===== src/rtl/even_parity_pkg.sv =====
// Shared types and defaults for the even-parity serial transmitter and its checker-side helpers.
package even_parity_pkg;

  localparam int DATA_W_DEF   = 4;
  localparam int BAUD_DIV_DEF = 1;

  typedef enum logic [2:0] {
    ST_IDLE,
    ST_START,
    ST_DATA,
    ST_PARITY,
    ST_STOP
  } state_e;

  // Counter width able to hold 0..n-1, never narrower than one bit.
  function automatic int cnt_w(input int n);
    return (n > 1) ? $clog2(n) : 1;
  endfunction

endpackage


===== src/rtl/even_parity_gen.sv =====
// Even-parity generator: XOR-reduce of a W-bit word, shared by transmitter and checker.
module even_parity_gen #(
  parameter int W = 4
) (
  input  logic [W-1:0] data_i,
  output logic         parity_o
);

  assign parity_o = ^data_i;

endmodule


===== src/rtl/even_parity_serial_tx.sv =====
// Serial framer: START, DATA_W data bits LSB first, even parity, STOP; each bit BAUD_DIV clocks.
// Optional macro PARITY_ERR_INJECT_EN adds err_inject to invert the parity of the accepted frame.
module even_parity_serial_tx
  import even_parity_pkg::*;
#(
  parameter int DATA_W   = DATA_W_DEF,
  parameter int BAUD_DIV = BAUD_DIV_DEF
) (
  input  logic              clk,
  input  logic              rst,
  input  logic [DATA_W-1:0] in_data,
  input  logic              in_valid,
  output logic              in_ready,
  output logic              tx,
  output logic              par_out,
  output logic              busy,
`ifdef PARITY_ERR_INJECT_EN
  input  logic              err_inject,
`endif
  output logic              frame_done
);

  localparam int BIT_W  = cnt_w(DATA_W);
  localparam int BAUD_W = cnt_w(BAUD_DIV);
  localparam logic [BIT_W-1:0]  BIT_LAST  = BIT_W'(DATA_W - 1);
  localparam logic [BAUD_W-1:0] BAUD_LAST = BAUD_W'(BAUD_DIV - 1);
  localparam logic [BAUD_W-1:0] BAUD_PRE  = BAUD_W'((BAUD_DIV > 1) ? BAUD_DIV - 2 : 0);

  state_e              state_q;
  logic [DATA_W-1:0]   data_q;
  logic [BIT_W-1:0]    bit_cnt_q;
  logic [BAUD_W-1:0]   baud_cnt_q;
  logic                tx_q;
  logic                par_q;
  logic                busy_q;
  logic                frame_done_q;
  logic                par_gen;
  logic                par_d;
  logic                inject;

`ifdef PARITY_ERR_INJECT_EN
  assign inject = err_inject;
`else
  assign inject = 1'b0;
`endif

  even_parity_gen #(.W(DATA_W)) u_par_gen (
    .data_i   (in_data),
    .parity_o (par_gen)
  );

  assign par_d      = par_gen ^ inject;
  assign in_ready   = (state_q == ST_IDLE) && !rst;
  assign tx         = tx_q;
  assign par_out    = par_q;
  assign busy       = busy_q;
  assign frame_done = frame_done_q;

  // data_q is a shift register: the next data bit to send always sits at bit 0.
  always_ff @(posedge clk) begin
    if (rst) begin
      state_q      <= ST_IDLE;
      data_q       <= '0;
      bit_cnt_q    <= '0;
      baud_cnt_q   <= '0;
      tx_q         <= 1'b1;
      par_q        <= 1'b0;
      busy_q       <= 1'b0;
      frame_done_q <= 1'b0;
    end else begin
      frame_done_q <= 1'b0;
      if (state_q == ST_IDLE) begin
        if (in_valid && in_ready) begin
          state_q    <= ST_START;
          data_q     <= in_data;
          par_q      <= par_d;
          bit_cnt_q  <= '0;
          baud_cnt_q <= '0;
          tx_q       <= 1'b0;
          busy_q     <= 1'b1;
        end
      end else if (baud_cnt_q != BAUD_LAST) begin
        baud_cnt_q   <= baud_cnt_q + 1'b1;
        frame_done_q <= (state_q == ST_STOP) && (baud_cnt_q == BAUD_PRE);
      end else begin
        baud_cnt_q <= '0;
        case (state_q)
          ST_START: begin
            state_q   <= ST_DATA;
            bit_cnt_q <= '0;
            tx_q      <= data_q[0];
            data_q    <= data_q >> 1;
          end
          ST_DATA: begin
            if (bit_cnt_q == BIT_LAST) begin
              state_q <= ST_PARITY;
              tx_q    <= par_q;
            end else begin
              bit_cnt_q <= bit_cnt_q + 1'b1;
              tx_q      <= data_q[0];
              data_q    <= data_q >> 1;
            end
          end
          ST_PARITY: begin
            state_q      <= ST_STOP;
            tx_q         <= 1'b1;
            frame_done_q <= (BAUD_DIV == 1);
          end
          ST_STOP: begin
            state_q <= ST_IDLE;
            tx_q    <= 1'b1;
            busy_q  <= 1'b0;
          end
          default: begin
            state_q <= ST_IDLE;
            tx_q    <= 1'b1;
            busy_q  <= 1'b0;
          end
        endcase
      end
    end
  end

endmodule


===== config.mk =====
export PLATFORM = sky130hd
export DESIGN_NAME = even_parity_serial_tx
export DESIGN_NICKNAME = d
export VERILOG_FILES = /design/src/rtl/even_parity_pkg.sv /design/src/rtl/even_parity_gen.sv /design/src/rtl/even_parity_serial_tx.sv
export SDC_FILE = /design/constraint.sdc
export NUM_CORES = 1
export LEC_CHECK = 0
export ABC_AREA = 1
export CAP_MARGIN = 20
export CORE_MARGIN = 4
export CORE_UTILIZATION = 50
export DETAILED_ROUTE_END_ITERATION = 7
export HOLD_SLACK_MARGIN = 0.06
export PLACE_DENSITY = 0.75
export SETUP_SLACK_MARGIN = 0.4
export SYNTH_ARGS = -nofsm -noshare
export SYNTH_HDL_FRONTEND = slang
export SYNTH_HIERARCHICAL = 1
export SYNTH_SLANG_ARGS = --single-unit

===== constraint.sdc =====
create_clock -name clk -period 1.5 [get_ports clk]
set_input_delay 0.375 -clock clk [delete_from_list [all_inputs] [get_ports clk]]
set_output_delay 0.375 -clock clk [all_outputs]
set_load 0.005 [all_outputs]

## Word-level counts from Yosys, hierarchy flattened

Index checks and enable logic that the tools add are counted.

| operators by class | value |
|---|---|
| $lt $le $gt $ge | 0 |
| reduce and logical (&&, ||, !) cells | 14 |
| shift-type cells | 0 |
| eq/ne operators | 10 |
| bitwise operators | 1 |
| divide/modulo/power cells | 0 |
| add/sub/neg operators | 2 |
| muxes and demuxes | 28 |
| multiply operators | 0 |

Operators with widths:

| operator | number |
|---|---|
| two-way mux 4 bit | 4 |
| two-way mux 1 bit | 12 |
| two-way mux 3 bit | 4 |
| one-hot mux 3 bit (3 select lines) | 1 |
| two-way mux 2 bit | 4 |
| one-hot mux 4 bit (2 select lines) | 1 |
| equality test 3 x 2 -> 1 bit, second input constant | 2 |
| inequality test 2 x 1 -> 1 bit, second input constant | 3 |
| inequality test 3 bit, second input constant | 2 |
| AND reduction 3 bit | 2 |
| one-hot mux 2 bit (2 select lines) | 1 |
| AND reduction 2 bit | 2 |
| AND reduction 4 bit | 1 |
| XOR reduction 4 bit | 1 |
| equality test 3 x 1 -> 1 bit, second input constant | 1 |
| equality test 3 bit, second input constant | 1 |
| logical AND 1 bit | 3 |
| zero test 3 bit | 1 |
| nonzero test 3 bit | 1 |
| OR reduction 3 bit | 1 |
| adder 2 x 1 -> 2 bit, second input constant | 1 |
| equality test 2 bit, second input constant | 1 |
| one-hot mux 1 bit (2 select lines) | 1 |
| OR reduction 2 bit | 1 |
| other kinds (3) | 3 |

| word-level totals | value |
|---|---|
| output and inout port bits | 5 |
| memory bits (writable) | 0 |
| bits of input ports | 7 |
| flip-flop bits (word level) | 14 |
| bits in read-only memories | 0 |
| latch bits | 0 |
| logic and storage cells | 63 |
| memories kept | 0 |

## Longest topological paths before layout

Gate-level depths: netlist (run 1).

| depth | value |
|---|---|
| depth in word-level cells | 5 |
| gate-level depth with buffers | 9 |
| mapped depth without buffers | 9 |

## Hierarchy

Netlist (run 1), hierarchy kept.

By module, submodules not included:

| module | instances | seq. area each (um^2) | cells an instance | area an instance (um^2) |
|---|---|---|---|---|
| even_parity_serial_tx | 1 | 260.2 | 98 | 669.4 |
| even_parity_gen | 1 | 0.0 | 19 | 73.8 |

## Worst setup path before layout (run 1)

Ideal clock, no wire load.

| timing path | value |
|---|---|
| kind | input to register |
| start | input port rst |
| end | register data_q[0] |
| buffers on the path | 1 |
| stages | 7 |
| arrival | 1.047 ns |
| library setup time | 0.114 ns |
| data required time | 1.386 ns |
| slack | 0.339 ns |
| cells stage by stage | buf_2 inv_2 a21oi_4 nor2_4 nand2_1 nand2_1 nor2_2 |

| between the ends | value |
|---|---|
| longest elaborated chain between the ends | 5 |

Ends and longest elaborated chain:

| item | RTL line | source |
|---|---|---|
| start: declaration | even_parity_serial_tx.sv:10 | `input logic rst,` |
| zero test 1 bit | even_parity_serial_tx.sv:53 | `assign in_ready = (state_q == ST_IDLE) && !rst;` |
| logical AND 1 bit | even_parity_serial_tx.sv:53 |  |
| logical AND 1 bit | even_parity_serial_tx.sv:73 | `if (in_valid && in_ready) begin` |
| inequality test 2 x 1 -> 1 bit (no line) | n/a |  |
| AND reduction 4 bit (no line) | n/a |  |
| end signal: assignment | even_parity_serial_tx.sv:75 | `data_q <= in_data;` |
| end signal: assignment | even_parity_serial_tx.sv:92 | `data_q <= data_q >> 1;` |
| end signal: assignment | even_parity_serial_tx.sv:101 | `data_q <= data_q >> 1;` |
| end: declaration | even_parity_serial_tx.sv:30 | `logic [DATA_W-1:0] data_q;` |

Several ways; a longest one is shown, not always the timed one.
A chain may end at the register's enable or synchronous reset.

## Final worst setup path (run 1)

| timing path | value |
|---|---|
| start | register state_q[1] |
| end | output port in_ready |

| between the ends | value |
|---|---|
| longest elaborated chain between the ends | 2 |

Ends and longest elaborated chain:

| item | RTL line | source |
|---|---|---|
| start: declaration | even_parity_serial_tx.sv:29 | `state_e state_q;` |
| start signal: assignment | even_parity_serial_tx.sv:62 | `state_q <= ST_IDLE;` |
| start signal: assignment | even_parity_serial_tx.sv:74 | `state_q <= ST_START;` |
| start signal: assignment | even_parity_serial_tx.sv:89 | `state_q <= ST_DATA;` |
| zero test 3 bit | even_parity_serial_tx.sv:53 |  |
| logical AND 1 bit | even_parity_serial_tx.sv:53 |  |
| end: declaration | even_parity_serial_tx.sv:13 | `output logic in_ready,` |

Every way passes these cells.

==> out/metrics.cfg, run 1 <==
[clock_tree]
ctsRootBufferMaster=clkbuf_4
clkSlewWorstSetupHoldPaths_ps=80
ctsHoldBuffers=0
cts_buffer_depth=2
htreeDepth=1
cts.sinks=13
clk_latency_ps=290
cts_buffers=3
cts_tree=yes

[yosys]
ys_top_cells_by_count=44 x nand2_1, 15 x inv_1, 13 x dfxtp_1, 11 x nor2_1, 7 x nor2_2
synthArstFlopShare_pct=0
synth_compound_area_share_pct=8.249
synth.area.mux_share_pct=0
synthesis.nets=125
synth.distinct_cells=19
synth_seq_cells=13
syn_area_per_cell_sq_um=6.352
synth_top_area_share_pct=35.02
synth_fa_ha_area_share_pct=1.684
netlist_instances=117
synth_edf_count=0
synth-xor-area-share_pct=0
synth_flop_cell=dfxtp_1
synth.most_common_cell=nand2_1
synth_top_family_by_area=simple AND/OR/NAND/NOR gates
yosysSeqAreaShare_pct=35.02
synthSimpleGateAreaFrac_pct=44.28
synth_top_area_cell=dfxtp_1
yosys-top-cells-area=dfxtp_1 35%, nand2_1 22%, inv_1 7.6%, nor2_2 5.9%, nor2_1 5.6%
syn-cell-area_sq_um=743.2
synth_warnings=6

[place]
hpwl_um=1214
port_buffers=11
gp_congestion=0.7870

[drt]
drcViolationCount=0
top_layer=met4
finalWirelength_um=2332
first_pass_iters=4
drt-initial-drc-count=24
wire_per_inst_um=14.05
via_per_inst=5.054
num_vias=839
met3WireLength_um=135
met2_length_um=1222
antenna_left=0
routedLengthMet1_um=932

[sta]
slew_viol_final=0
final_hold_viol_count=0
rsz0062_at_grt=yes
holdWs_ps=480.0
tightest_slew_ps=225.4
max_freq_ghz=0.7251
slew_headroom_pct=84.84
finalCritPeriodShare_pct=91.94
min_period_ps=1379
fin_skew_ps=3.198
finalSetupViolCount=0

[layout]
n_antenna_cell=0
area_growth_pct=51.18
num-nets-final=160
drive_gt1_share_pct=43.05

[floorplan]
fp.dieW_um=46.56
start_util_pct=55.05
die-area_sq_um=2167
core_sq_um=1350
die_y_um=46.56
rows=13
io_pins=12

[global_route]
antenna_found_initial=0
grt_max_degree=9
grt_overflow_total=0
grt_pass1_vias=813
grtUsageTotal_pct=22.24
grt_pass1_wl_um=3367

[pwr]
leakage_uw=0.0005869
p_per_area_nw_per_um2=1292
ir_worst_vdd_uv=1014
total_power_uw=1452

[min_path]
hold_class=reg -> reg

[status]
status=completed

[worst_setup_path]
required_ps=1120
crit_arrival_ps=1000
path_class=reg -> out
worst-path-max-fanout=2
end_kind=output pin
startpoint_type=flop

[flow_run]
maxCapViolations=0

## placed cells by master, fill, tap and decap left out, types with 3 or more instances in the layout
cell / n
dfxtp_2: 7
buf_6: 5
inv_2: 3
nand2_1: 41
nor2_2: 12
buf_2: 3
dfxtp_1: 6
nand3_1: 3
dlygate4sd2_1: 6
inv_1: 15
nor2_1: 5
nor2_4: 3
buf_4: 16
clkbuf_4: 3
## timing repair
| item | 4_1_cts | 5_1_grt |
|---|---|---|
| gates cloned | 1 | 0 |
| gates resized for setup | 45 | 13 |
| endpoints found under the setup margin | 15 | 15 |
| hold endpoints to repair | 0 | 0 |
| setup buffers | 8 | 1 |
| pin swaps | 8 | 9 |
## worst max-delay path, stage by stage, from the launching register on
cell and delay [ps]:
dfxtp_2 330, inv_2 80, nand3_4 100, nor2_4 90
buf_2 110
## final timing paths
| path | startpoint | slack, ps | end | cells past startpoint |
|---|---|---|---|---|
| worst min-delay path | tx | 480 | tx | 2 |
| worst max-delay path | state_q[1] | 120 | in_ready | 4 |
| worst max register to register | state_q[1] | 160 | data_q[3] | 10 |
| worst min register to register | tx | 480 | tx | 2 |
## stage by stage
step	setup slack, ps	area [sq um]	setup TNS (ps)	cells	util (%)
after global routing	84.33	1124	0	166	83.23
after CTS	141.9	1067	0	165	79.05
after detailed placement	-328.3	949.7	-1159	152	70.34
after floorplan	404.9	757.0	0	117	-
final	120.9	1124	0	166	83.23
after global placement	-315.0	949.7	-1005	152	70.34
## registers in the layout, indices dropped and copies added (netlist names)
| name | count |
|---|---|
| tx | 1 |
| busy | 1 |
| state_q | 3 |
| bit_cnt_q | 2 |
| frame_done | 1 |
| data_q | 4 |
| par_out | 1 |
## cells by family after synthesis
logic type / after synthesis
AND/OR/NAND/NOR: 73
flip-flops: 13
adder cells (fa/ha/maj): 1
buffers and inverters: 21
AO/OA/AOI/OAI: 9
## routing by layer
| layer | global-route usage (%) | up-vias |
|---|---|---|
| met1 | 22.90 | 376 |
| met2 | 40.93 | 32 |
| met5 | 0 | - |
| met4 | 7.955 | 0 |
| li1 | - | 427 |
| met3 | 7.422 | 4 |
## layout make-up
class / instances / area, sq um
multi-input combinational: 84 / 483.0
sequential: 13 / 269.0
timing repair buffer: 30 / 244.0
fill: 90 / 226.5
inverter: 20 / 82.58
clock buffer: 4 / 26.28
tap: 15 / 18.77
## report_power, final
group	internal (uW)	total, uW	switching (uW)
logic	341	747	406
registers	425	480	54.7
clock network	104	225	121
total	870	1450	582
Note: power is estimated with default switching activity, not from simulation.
==> run 2: changes to the inputs <==
CELL_PAD_IN_SITES_DETAIL_PLACEMENT = 1   (was unset)
CELL_PAD_IN_SITES_GLOBAL_PLACEMENT = 2   (was unset)
CORE_UTILIZATION = 27   (was 50)
PLACE_DENSITY = unset   (was 0.75)
PLACE_DENSITY_LB_ADDON = 0.1   (was unset)
==> run 2 against run 1 <==
  * Hold slack worse by 4.4 ps
  * Total power down 0.59%
  * Die area up 69%
  * Setup slack better by 17 ps
  * Register-to-register slack better by 20 ps
  * Fmax up 1.2%
  * Global-route usage down 8.0 points
  * Clock skew up 1.6 ps
  * Design area up 3.1%
  * Sequential share of layout area down 0.72 points
  * Critical path type unchanged
  * Critical endpoint unchanged
  * Highest routed layer unchanged
==> out/metrics.cfg, run 2 (synthesis results as in run 1) <==
[layout]
area_growth_pct=55.89
n_antenna_cell=0  ; unchanged
final_core_util_pct=45.53  ; -38 points
mostFrequentLayoutCell=nand2_1
layout_common_cells=40 x nand2_1, 17 x buf_4, 15 x inv_1
seq_area_sq_um=269.0  ; unchanged
reg.largest.list=data_q: 4 flops, state_q: 3 flops, bit_cnt_q: 2 flops
drive_gt1_share_pct=43.79  ; +0.74 points
fillers=339  ; +280%
num-nets-final=162  ; +1.3%
largest_register_ffs=4  ; unchanged
top_register=data_q
multi_input_area_sq_um=484.2  ; +0.26%

[sta]
min_period_ps=1362  ; -16.86 ps
final_hold_viol_count=0  ; unchanged
slew_headroom_pct=83.96  ; -0.87 points
finalSetupViolCount=0  ; unchanged
holdWs_ps=475.5  ; -4.443 ps
finalCritPeriodShare_pct=90.82  ; -1.1 points
slew_viol_final=0  ; unchanged
rsz0062_at_grt=yes
fin_skew_ps=4.809  ; +1.611 ps
tightest_slew_ps=238.3  ; +12.97 ps
max_freq_ghz=0.7341  ; +1.2%

[worst_setup_path]
end_kind=output pin
crit_slowest_cell=dfxtp_2
crit_arrival_ps=990  ; about the same
crit_chain=inv_2, nand3_4, nor2_4, buf_2
r2r_cells=8  ; -2
rr_startpoint=state_q[0]
path_class=reg -> out
rrSetupSlack_ps=180  ; +20 ps
required_ps=1120  ; about the same
r2r-end=data_q[2]
worst-path-max-fanout=2  ; unchanged
startpoint_type=flop
cp-endpoint=in_ready
slowest_delay_ps=340  ; about the same
critPathLaunch=state_q[0]

[global_route]
grt_overflow_total=0  ; unchanged
grt_pass1_vias=865  ; +6.4%
antenna_found_initial=0  ; unchanged
grt_pass1_wl_um=3774  ; +12%
grtUsageTotal_pct=14.28  ; -8.0 points
grt_max_degree=9  ; unchanged

[place]
hpwl_um=1497  ; +23%
gp_congestion=0.7788  ; -1.0%
port_buffers=11  ; unchanged

[clock_tree]
clk_latency_ps=280  ; about the same
cts_buffer_depth=2  ; unchanged
htreeDepth=1  ; unchanged
clkSlewWorstSetupHoldPaths_ps=90  ; about the same
cts_buffers=3  ; unchanged
ctsRootBufferMaster=clkbuf_4
cts.sinks=13  ; unchanged
ctsHoldBuffers=0  ; unchanged
cts_tree=yes

[floorplan]
fp.dieW_um=60.47  ; +30%
io_pins=12  ; unchanged
die_y_um=60.47  ; +30%
rows=18  ; +5
die-area_sq_um=3656  ; +69%
core_sq_um=2545  ; +89%
start_util_pct=29.20  ; -26 points

[pwr]
intPower_uw=870.9  ; +0.13%
p_comb_share_pct=51.6  ; +0.2 points
ir_worst_vdd_uv=670.4  ; -34%
switchingPower_uw=572.2  ; -1.7%
switching_share_pct=39.65  ; -0.43 points
p_per_area_nw_per_um2=1246  ; -3.6%
seq_power_share_pct=32.6  ; -0.5 points
leakage_uw=0.0005947  ; +1.3%
p_clk_share_pct=15.7  ; +0.2 points
total_power_uw=1443  ; -0.59%

[drt]
top_layer=met4
via_per_inst=4.492  ; -11%
finalWirelength_um=2354  ; +0.94%
met3WireLength_um=112  ; -17%
routedLengthMet1_um=1007  ; +8.0%
wire_per_inst_um=12.86  ; -8.4%
met2_length_um=1189  ; -2.7%
drcViolationCount=0  ; unchanged
num_vias=822  ; -2.0%
first_pass_iters=4  ; unchanged
drt-initial-drc-count=14  ; -42%
antenna_left=0  ; unchanged

[status]
status=completed

[flow_run]
maxCapViolations=0  ; unchanged

[min_path]
hold_class=reg -> reg

==> run 2: final cells by class <==
type | count | area share [%]
clock buffers | 3 | 1.944
clock inverters | 1 | 0.4320
inverters | 20 | 7.127
multi-input cells | 84 | 41.79
flip-flops and latches | 13 | 23.22
well taps | 30 | 3.240
repair buffers | 32 | 22.25
==> run 2: worst min path at each step <==
stage	endpoint	slack, ps	start	depth (start not counted)
floorplan	tx	460	tx	2
global placement	busy	460	busy	2
detailed placement	busy	480	busy	2
CTS	tx	480	tx	2
global route	tx	520	tx	2
finish	tx	480	tx	2
==> run 2: stage by stage <==
stage                     setup WS [ps]  std cells  area [sq um]  TNS (ps)
after floorplan                   404.9        117         757.0         0
after global placement           -329.1        168         975.9     -1332
after detailed placement         -324.8        168         975.9     -1431
after CTS                         118.4        181          1094         0
after global routing              73.96        183          1159         0
final                             137.7        183          1159         0
==> run 2: worst max-delay path: cells and delay by family (launching register included) <==
kind,cells,cell delay [ps]
flip-flops,1,340
buffers and inverters,2,180
AND/OR/NAND/NOR,2,180
==> run 2: timing repair <==
| item | in CTS | in global routing |
|---|---|---|
| setup endpoints to repair | 15 | 16 |
| buffers inserted | 8 | 2 |
| pin swaps | 4 | 4 |
| cloned | 1 | 0 |
| gates resized for setup | 45 | 11 |
==> run 2: routing by layer <==
layer	up-vias	track usage [%]
li1	432	-
met1	372	16.30
met2	13	25.77
met3	5	4.468
met4	0	3.715
met5	-	0
==> run 2: power by group through the flow <==
stage	clock (uW)	combinational [uW]	sequential, uW
3_5_place_dp	0	560	469
6_report	227	745	471
3_3_place_gp	0	549	465
2_1_floorplan	0	350	463
4_1_cts	245	693	470
5_1_grt	263	830	482
